File: src/rtl/apu_pkg.sv
// Shared definitions for the APU serial link (encoder and decoder side).
// Holds the frame geometry constants, the serialiser FSM state type and a
// helper that packs an address/data pair into the word shifted out LSB first.
package apu_pkg;

    localparam int unsigned APU_ADDR_W = 3;
    localparam int unsigned APU_DATA_W = 8;
    localparam int unsigned WORD_W     = APU_ADDR_W + APU_DATA_W;
    // start + address + data + stop
    localparam int unsigned FRAME_BITS = 13;

    typedef enum logic [1:0] {
        IDLE  = 2'd0,
        SHIFT = 2'd1,
        STOP  = 2'd2,
        GAP   = 2'd3
    } apu_state_e;

    // Address occupies the low bits so it leaves the shifter first.
    function automatic logic [WORD_W-1:0] apu_pack(input logic [APU_ADDR_W-1:0] addr,
                                                   input logic [APU_DATA_W-1:0] data);
        return {data, addr};
    endfunction

endpackage

File: src/rtl/apu_fifo.sv
// Synchronous show-ahead FIFO buffering APU register writes.
// Ports:
//   clk, rst          - clock, synchronous active-high reset (empties the FIFO)
//   push, push_data   - write request; ignored while full
//   pop               - consume the head entry; ignored while empty
//   pop_data          - head entry, valid whenever empty is low
//   full, empty       - occupancy flags, derived from the registered count
module apu_fifo #(
    parameter int unsigned DEPTH = 4,
    parameter int unsigned WIDTH = 11
) (
    input  logic             clk,
    input  logic             rst,
    input  logic             push,
    input  logic [WIDTH-1:0] push_data,
    input  logic             pop,
    output logic [WIDTH-1:0] pop_data,
    output logic             full,
    output logic             empty
);

    localparam int unsigned PTR_W = (DEPTH > 1) ? $clog2(DEPTH) : 1;
    localparam logic [PTR_W-1:0] PTR_LAST = PTR_W'(DEPTH - 1);
    localparam logic [PTR_W:0]   COUNT_FULL = (PTR_W + 1)'(DEPTH);

    logic [WIDTH-1:0] mem [DEPTH];
    logic [PTR_W-1:0] wr_ptr_q;
    logic [PTR_W-1:0] rd_ptr_q;
    logic [PTR_W:0]   count_q;
    logic             do_push;
    logic             do_pop;

    assign full     = (count_q == COUNT_FULL);
    assign empty    = (count_q == '0);
    assign do_push  = push && !full;
    assign do_pop   = pop && !empty;
    assign pop_data = mem[rd_ptr_q];

    always_ff @(posedge clk) begin
        if (do_push) begin
            mem[wr_ptr_q] <= push_data;
        end
    end

    always_ff @(posedge clk) begin
        if (rst) begin
            wr_ptr_q <= '0;
            rd_ptr_q <= '0;
            count_q  <= '0;
        end else begin
            if (do_push) begin
                wr_ptr_q <= (wr_ptr_q == PTR_LAST) ? '0 : wr_ptr_q + 1'b1;
            end
            if (do_pop) begin
                rd_ptr_q <= (rd_ptr_q == PTR_LAST) ? '0 : rd_ptr_q + 1'b1;
            end
            if (do_push && !do_pop) begin
                count_q <= count_q + 1'b1;
            end else if (do_pop && !do_push) begin
                count_q <= count_q - 1'b1;
            end
        end
    end

endmodule

File: src/rtl/apu_encoder.sv
// APU register-write serialiser. Buffers (addr, data) writes and sends each as a
// 13-bit frame (start 0, addr LSB first, data LSB first, stop 1) followed by one
// idle bit, over a continuously running sck/sdi pair.
// Ports:
//   clk, rst           - system clock, synchronous active-high reset
//   wr_valid, wr_ready - write handshake; wr_ready is simply "FIFO not full"
//   wr_addr, wr_data   - APU register index and value
//   sck                - bit clock, low for the first half of each bit period
//   sdi                - serial data, changes only when sck falls
//   busy               - FIFO non-empty or a frame still on the wire
module apu_encoder
    import apu_pkg::*;
#(
    parameter int unsigned CLKS_PER_BIT = 16,
    parameter int unsigned FIFO_DEPTH   = 4
) (
    input  logic                  clk,
    input  logic                  rst,
    input  logic                  wr_valid,
    output logic                  wr_ready,
    input  logic [APU_ADDR_W-1:0] wr_addr,
    input  logic [APU_DATA_W-1:0] wr_data,
    output logic                  sck,
    output logic                  sdi,
    output logic                  busy
);

    localparam int unsigned DIV_W = $clog2(CLKS_PER_BIT);
    localparam logic [DIV_W-1:0] DIV_LAST = DIV_W'(CLKS_PER_BIT - 1);
    localparam logic [DIV_W-1:0] DIV_HALF = DIV_W'(CLKS_PER_BIT / 2);
    localparam logic [3:0]       BITS_LAST = 4'(WORD_W);

    logic [DIV_W-1:0]  div_q;
    apu_state_e        state_q;
    logic [WORD_W-1:0] shreg_q;
    logic [3:0]        bit_cnt_q;
    logic              sdi_q;

    logic              fifo_full;
    logic              fifo_empty;
    logic              fifo_push;
    logic              fifo_pop;
    logic [WORD_W-1:0] fifo_word;
    logic              bit_end;

    // Decisions are taken on the last cycle of a bit period so that the
    // registered sdi changes exactly on the following bit-boundary cycle.
    assign bit_end   = (div_q == DIV_LAST);
    assign fifo_push = wr_valid && !fifo_full && !rst;
    assign fifo_pop  = bit_end && !fifo_empty && !rst &&
                       ((state_q == IDLE) || (state_q == GAP));

    assign wr_ready = !fifo_full;
    assign sck      = (div_q >= DIV_HALF);
    assign sdi      = sdi_q;
    assign busy     = !fifo_empty || (state_q != IDLE);

    apu_fifo #(
        .DEPTH (FIFO_DEPTH),
        .WIDTH (WORD_W)
    ) u_fifo (
        .clk       (clk),
        .rst       (rst),
        .push      (fifo_push),
        .push_data (apu_pack(wr_addr, wr_data)),
        .pop       (fifo_pop),
        .pop_data  (fifo_word),
        .full      (fifo_full),
        .empty     (fifo_empty)
    );

    always_ff @(posedge clk) begin
        if (rst) begin
            div_q     <= '0;
            state_q   <= IDLE;
            shreg_q   <= '0;
            bit_cnt_q <= '0;
            sdi_q     <= 1'b1;
        end else begin
            div_q <= bit_end ? '0 : div_q + 1'b1;
            if (bit_end) begin
                unique case (state_q)
                    IDLE, GAP: begin
                        if (!fifo_empty) begin
                            sdi_q     <= 1'b0;
                            shreg_q   <= fifo_word;
                            bit_cnt_q <= '0;
                            state_q   <= SHIFT;
                        end else begin
                            sdi_q   <= 1'b1;
                            state_q <= IDLE;
                        end
                    end
                    SHIFT: begin
                        if (bit_cnt_q == BITS_LAST) begin
                            sdi_q   <= 1'b1;
                            state_q <= STOP;
                        end else begin
                            sdi_q     <= shreg_q[0];
                            shreg_q   <= shreg_q >> 1;
                            bit_cnt_q <= bit_cnt_q + 1'b1;
                        end
                    end
                    STOP: begin
                        sdi_q   <= 1'b1;
                        state_q <= GAP;
                    end
                    default: begin
                        sdi_q   <= 1'b1;
                        state_q <= IDLE;
                    end
                endcase
            end
        end
    end

endmodule
File: config.mk
export PLATFORM = sky130hd
export DESIGN_NAME = apu_encoder
export DESIGN_NICKNAME = d
export VERILOG_FILES = /design/src/rtl/apu_pkg.sv /design/src/rtl/apu_fifo.sv /design/src/rtl/apu_encoder.sv
export SDC_FILE = /design/constraint.sdc
export NUM_CORES = 1
export LEC_CHECK = 0
export CORE_UTILIZATION = 63
export DETAILED_ROUTE_END_ITERATION = 12
export GPL_TIMING_DRIVEN = 0
export PLACE_DENSITY = 0.84
export SYNTH_ARGS = -nofsm -noshare
export SYNTH_HDL_FRONTEND = slang
export SYNTH_SLANG_ARGS = --single-unit
File: constraint.sdc
create_clock -name clk -period 3.9 [get_ports clk]
set_clock_uncertainty 0.05 [all_clocks]
set_input_delay 1.17 -clock clk [delete_from_list [all_inputs] [get_ports clk]]
set_output_delay 1.17 -clock clk [all_outputs]
set_load 0.02 [all_outputs]
==> impl_metrics.yaml <==
sta:
  slew_violations: 0
  grt_setup_unrepaired: "false"
  fmax_mhz: 305
  finalCritPeriodShare_pct: 84.1
  setup-violations-final: 0
  final.setup.tns_ns: 0
  hold_viol_final: 0
  slew_headroom_pct: 57.1
  worstMarginPinSlew_ns: 0.644
  period_needed_ns: 3.28
finish:
  drive_gt1_share_pct: 11.6
  final_nets: 297
  area_delta_synth_final_pct: 15.1
  diodes: 0
  final_area_sq_um: 3600
die:
  core_area_sq_um: 4750
  die_y_um: 72.5
  rows: 25
  initial_utilization_pct: 65.8
  die-area_sq_um: 5250
  die_x_um: 72.5
  boundaryPins: 18
worst_setup_path:
  path_cells: "clkdlybuf4s50_1 -> or4_2 -> clkbuf_1 -> ha_1 -> inv_1 -> fa_1 -> xor2_1 -> or3_1 -> a21oi_1"
  crit_path_max_fanout: 5
  worstPathRequired_ns: 4.12
  critPathKind: "input pin to flip-flop"
  cp-end-kind: "flip-flop"
  slowest_stage: "or4_2"
  max_stage_delay_ns: 0.66
  startpoint_type: "input pin"
  arrival_ns: 3.50
synthesis:
  syn_inst: 242
  async_flop_share_pct: 0
  ys_top_cells_by_count: "edfxtp_1 (44), dfxtp_1 (31), nor2_1 (18)"
  ys_types: 44
  synth_area_per_cell_sq_um: 12.9
  ys_top_cells_by_area: "edfxtp_1 (42%), dfxtp_1 (20%), ha_1 (4.8%), mux2i_1 (4.8%), mux4_2 (3.6%)"
  ys_seq_area_share_pct: 62.1
  syn_nets: 269
  synth-edff-count: 44
  synthFlopType: "edfxtp_1"
  synth.largest_area_cell: "edfxtp_1"
  yosysTopAreaCellShare_pct: 42.3
  yosys_warnings: 0
  syn_area_sq_um: 3130
  ys_seq_elements: 75
  synth_most_common_cell: "edfxtp_1"
global_route:
  antenna_found_initial: 0
  grt_pass1_vias: 1974
  grt_remaining_overflow: 0
  grt_pass1_wl_um: 9480
  grt_usage_pct: 25.1
  grt_max_degree: 14
clock_tree:
  cts_sinks: 75
  root_buffer: "clkbuf_8"
  clkTransAtPathRegs_ns: 0.08
  htreeDepth: 3
  cts_resized: 0
  worstSkewPairLatency_ns: 0.35
  cts_buffer_depth: 2
  postCtsSetupBuffers: 0
  cts_hold_buf: 0
  cts_buffers: 9
  cts_tree: "built"
detailed_routing:
  drc: 0
  first_pass_iters: 4
  routed_wl_um: 5810
  vias_per_cell: 5.74
  ant_nets: 0
  drt-initial-drc-count: 110
  wire_per_inst_um: 17.0
  vias: 1962
place:
  port_buffers: 17
  post_dp_cell_area_sq_um: 3380
  post-dp-hpwl_um: 3860
  place_congestion: 0.750
power_and_ir_drop:
  leakage_nw: 1.23
  cellPowerDensity_nw_per_um2: 449
  peakVddDrop_mv: 0.476
  p_total_mw: 1.62
hold_path:
  hp-class: "flip-flop to flip-flop"
run:
  cap_violations: 0
outcome:
  status: "completed"
## cell usage in the layout (no fill, tap or decap), drive strengths merged, types with 2 or more instances in the layout
| cell | netlist | routed |
|---|---|---|
| mux4 | 5 | 5 |
| nor4 | 3 | 3 |
| clkbuf | 9 | 19 |
| or3 | 5 | 5 |
| nor2b | 2 | 2 |
| nand3 | 4 | 4 |
| nor2 | 18 | 18 |
| and2 | 4 | 4 |
| o21ai | 6 | 6 |
| clkdlybuf4s50 | 0 | 17 |
| a21oi | 12 | 12 |
| edfxtp | 44 | 44 |
| nand2 | 10 | 10 |
| inv | 10 | 10 |
| or4 | 2 | 2 |
| bufinv | 0 | 2 |
| nand3b | 2 | 2 |
| xor2 | 2 | 2 |
| ha | 12 | 12 |
| nor3 | 8 | 8 |
| clkinv | 0 | 3 |
| mux2i | 15 | 15 |
| dfxtp | 31 | 31 |
| or2 | 2 | 2 |
| buf | 5 | 5 |
| o22ai | 6 | 6 |
| a211oi | 10 | 10 |
## stage by stage
stage          cells  setup slack [ns]  hold WS (ns)  utilization, %
4_1_cts          342             0.643         0.442            75.7
6_report         342             0.620         0.439            75.7
2_1_floorplan    242             0.882         0.399               -
3_5_place_dp     326             0.291         0.423            71.1
3_3_place_gp     326             0.327         0.412            71.1
5_1_grt          342             0.563         0.458            75.7
## cell families after synthesis
family,after synthesis,share of synthesized area [%]
flops,75,62.1
simple gates,66,11.2
compound gates,41,8.24
buf+inv,24,3.76
mux,20,8.40
fa+ha+maj,13,5.44
xor+xnor,3,0.840
## routing by layer
metal	global-route usage, %	wire length, um	share of wire [%]
met1	32.3	2680	46
met2	39.7	2780	48
met3	6.25	181	3.1
met4	12.9	158	2.7
met5	0	0	0
## final cells by class
type / count / area [sq um]
multi-input combinational: 143 / 1070
clock inverter: 6 / 90.1
timing repair buffer: 17 / 170
sequential: 75 / 1940
fill: 314 / 1160
inverter: 10 / 37.5
tap: 67 / 83.8
clock buffer: 10 / 128
buffer: 14 / 80.1
## worst paths after layout
check / startpoint / endpoint / slack (ns) / cells after the start
min reg2reg: sdi / sdi / 0.44 / 1
max: rst / u_fifo.count_q[2] / 0.62 / 9
min: sdi / sdi / 0.44 / 1
max reg2reg: state_q[0] / u_fifo.count_q[2] / 1.07 / 10
## sequential cells by signal (all words and copies together), names as in the netlist, named ones only
register         count
u_fifo.mem          44
shreg_q             11
bit_cnt_q            4
div_q                4
u_fifo.count_q       3
state_q              2
u_fifo.rd_ptr_q      2
u_fifo.wr_ptr_q      2
sdi                  1
## where the power goes
part / total, mW / internal (mW) / switching, mW
Sequential: 0.872 / 0.858 / 0.0135
Combinational: 0.0972 / 0.0441 / 0.0532
Clock: 0.647 / 0.361 / 0.286
## worst max-delay path: cells and delay by family
kind	cells	cell delay (ns)
AOI/OAI and AO/OA	1	0.14
adders and majority gates	2	0.42
and+or+nand+nor	2	0.97
xor gates and xnor gates	1	0.07
buffers and inverters	3	0.73
No activity file was read; power rests on OpenSTA's default activity.
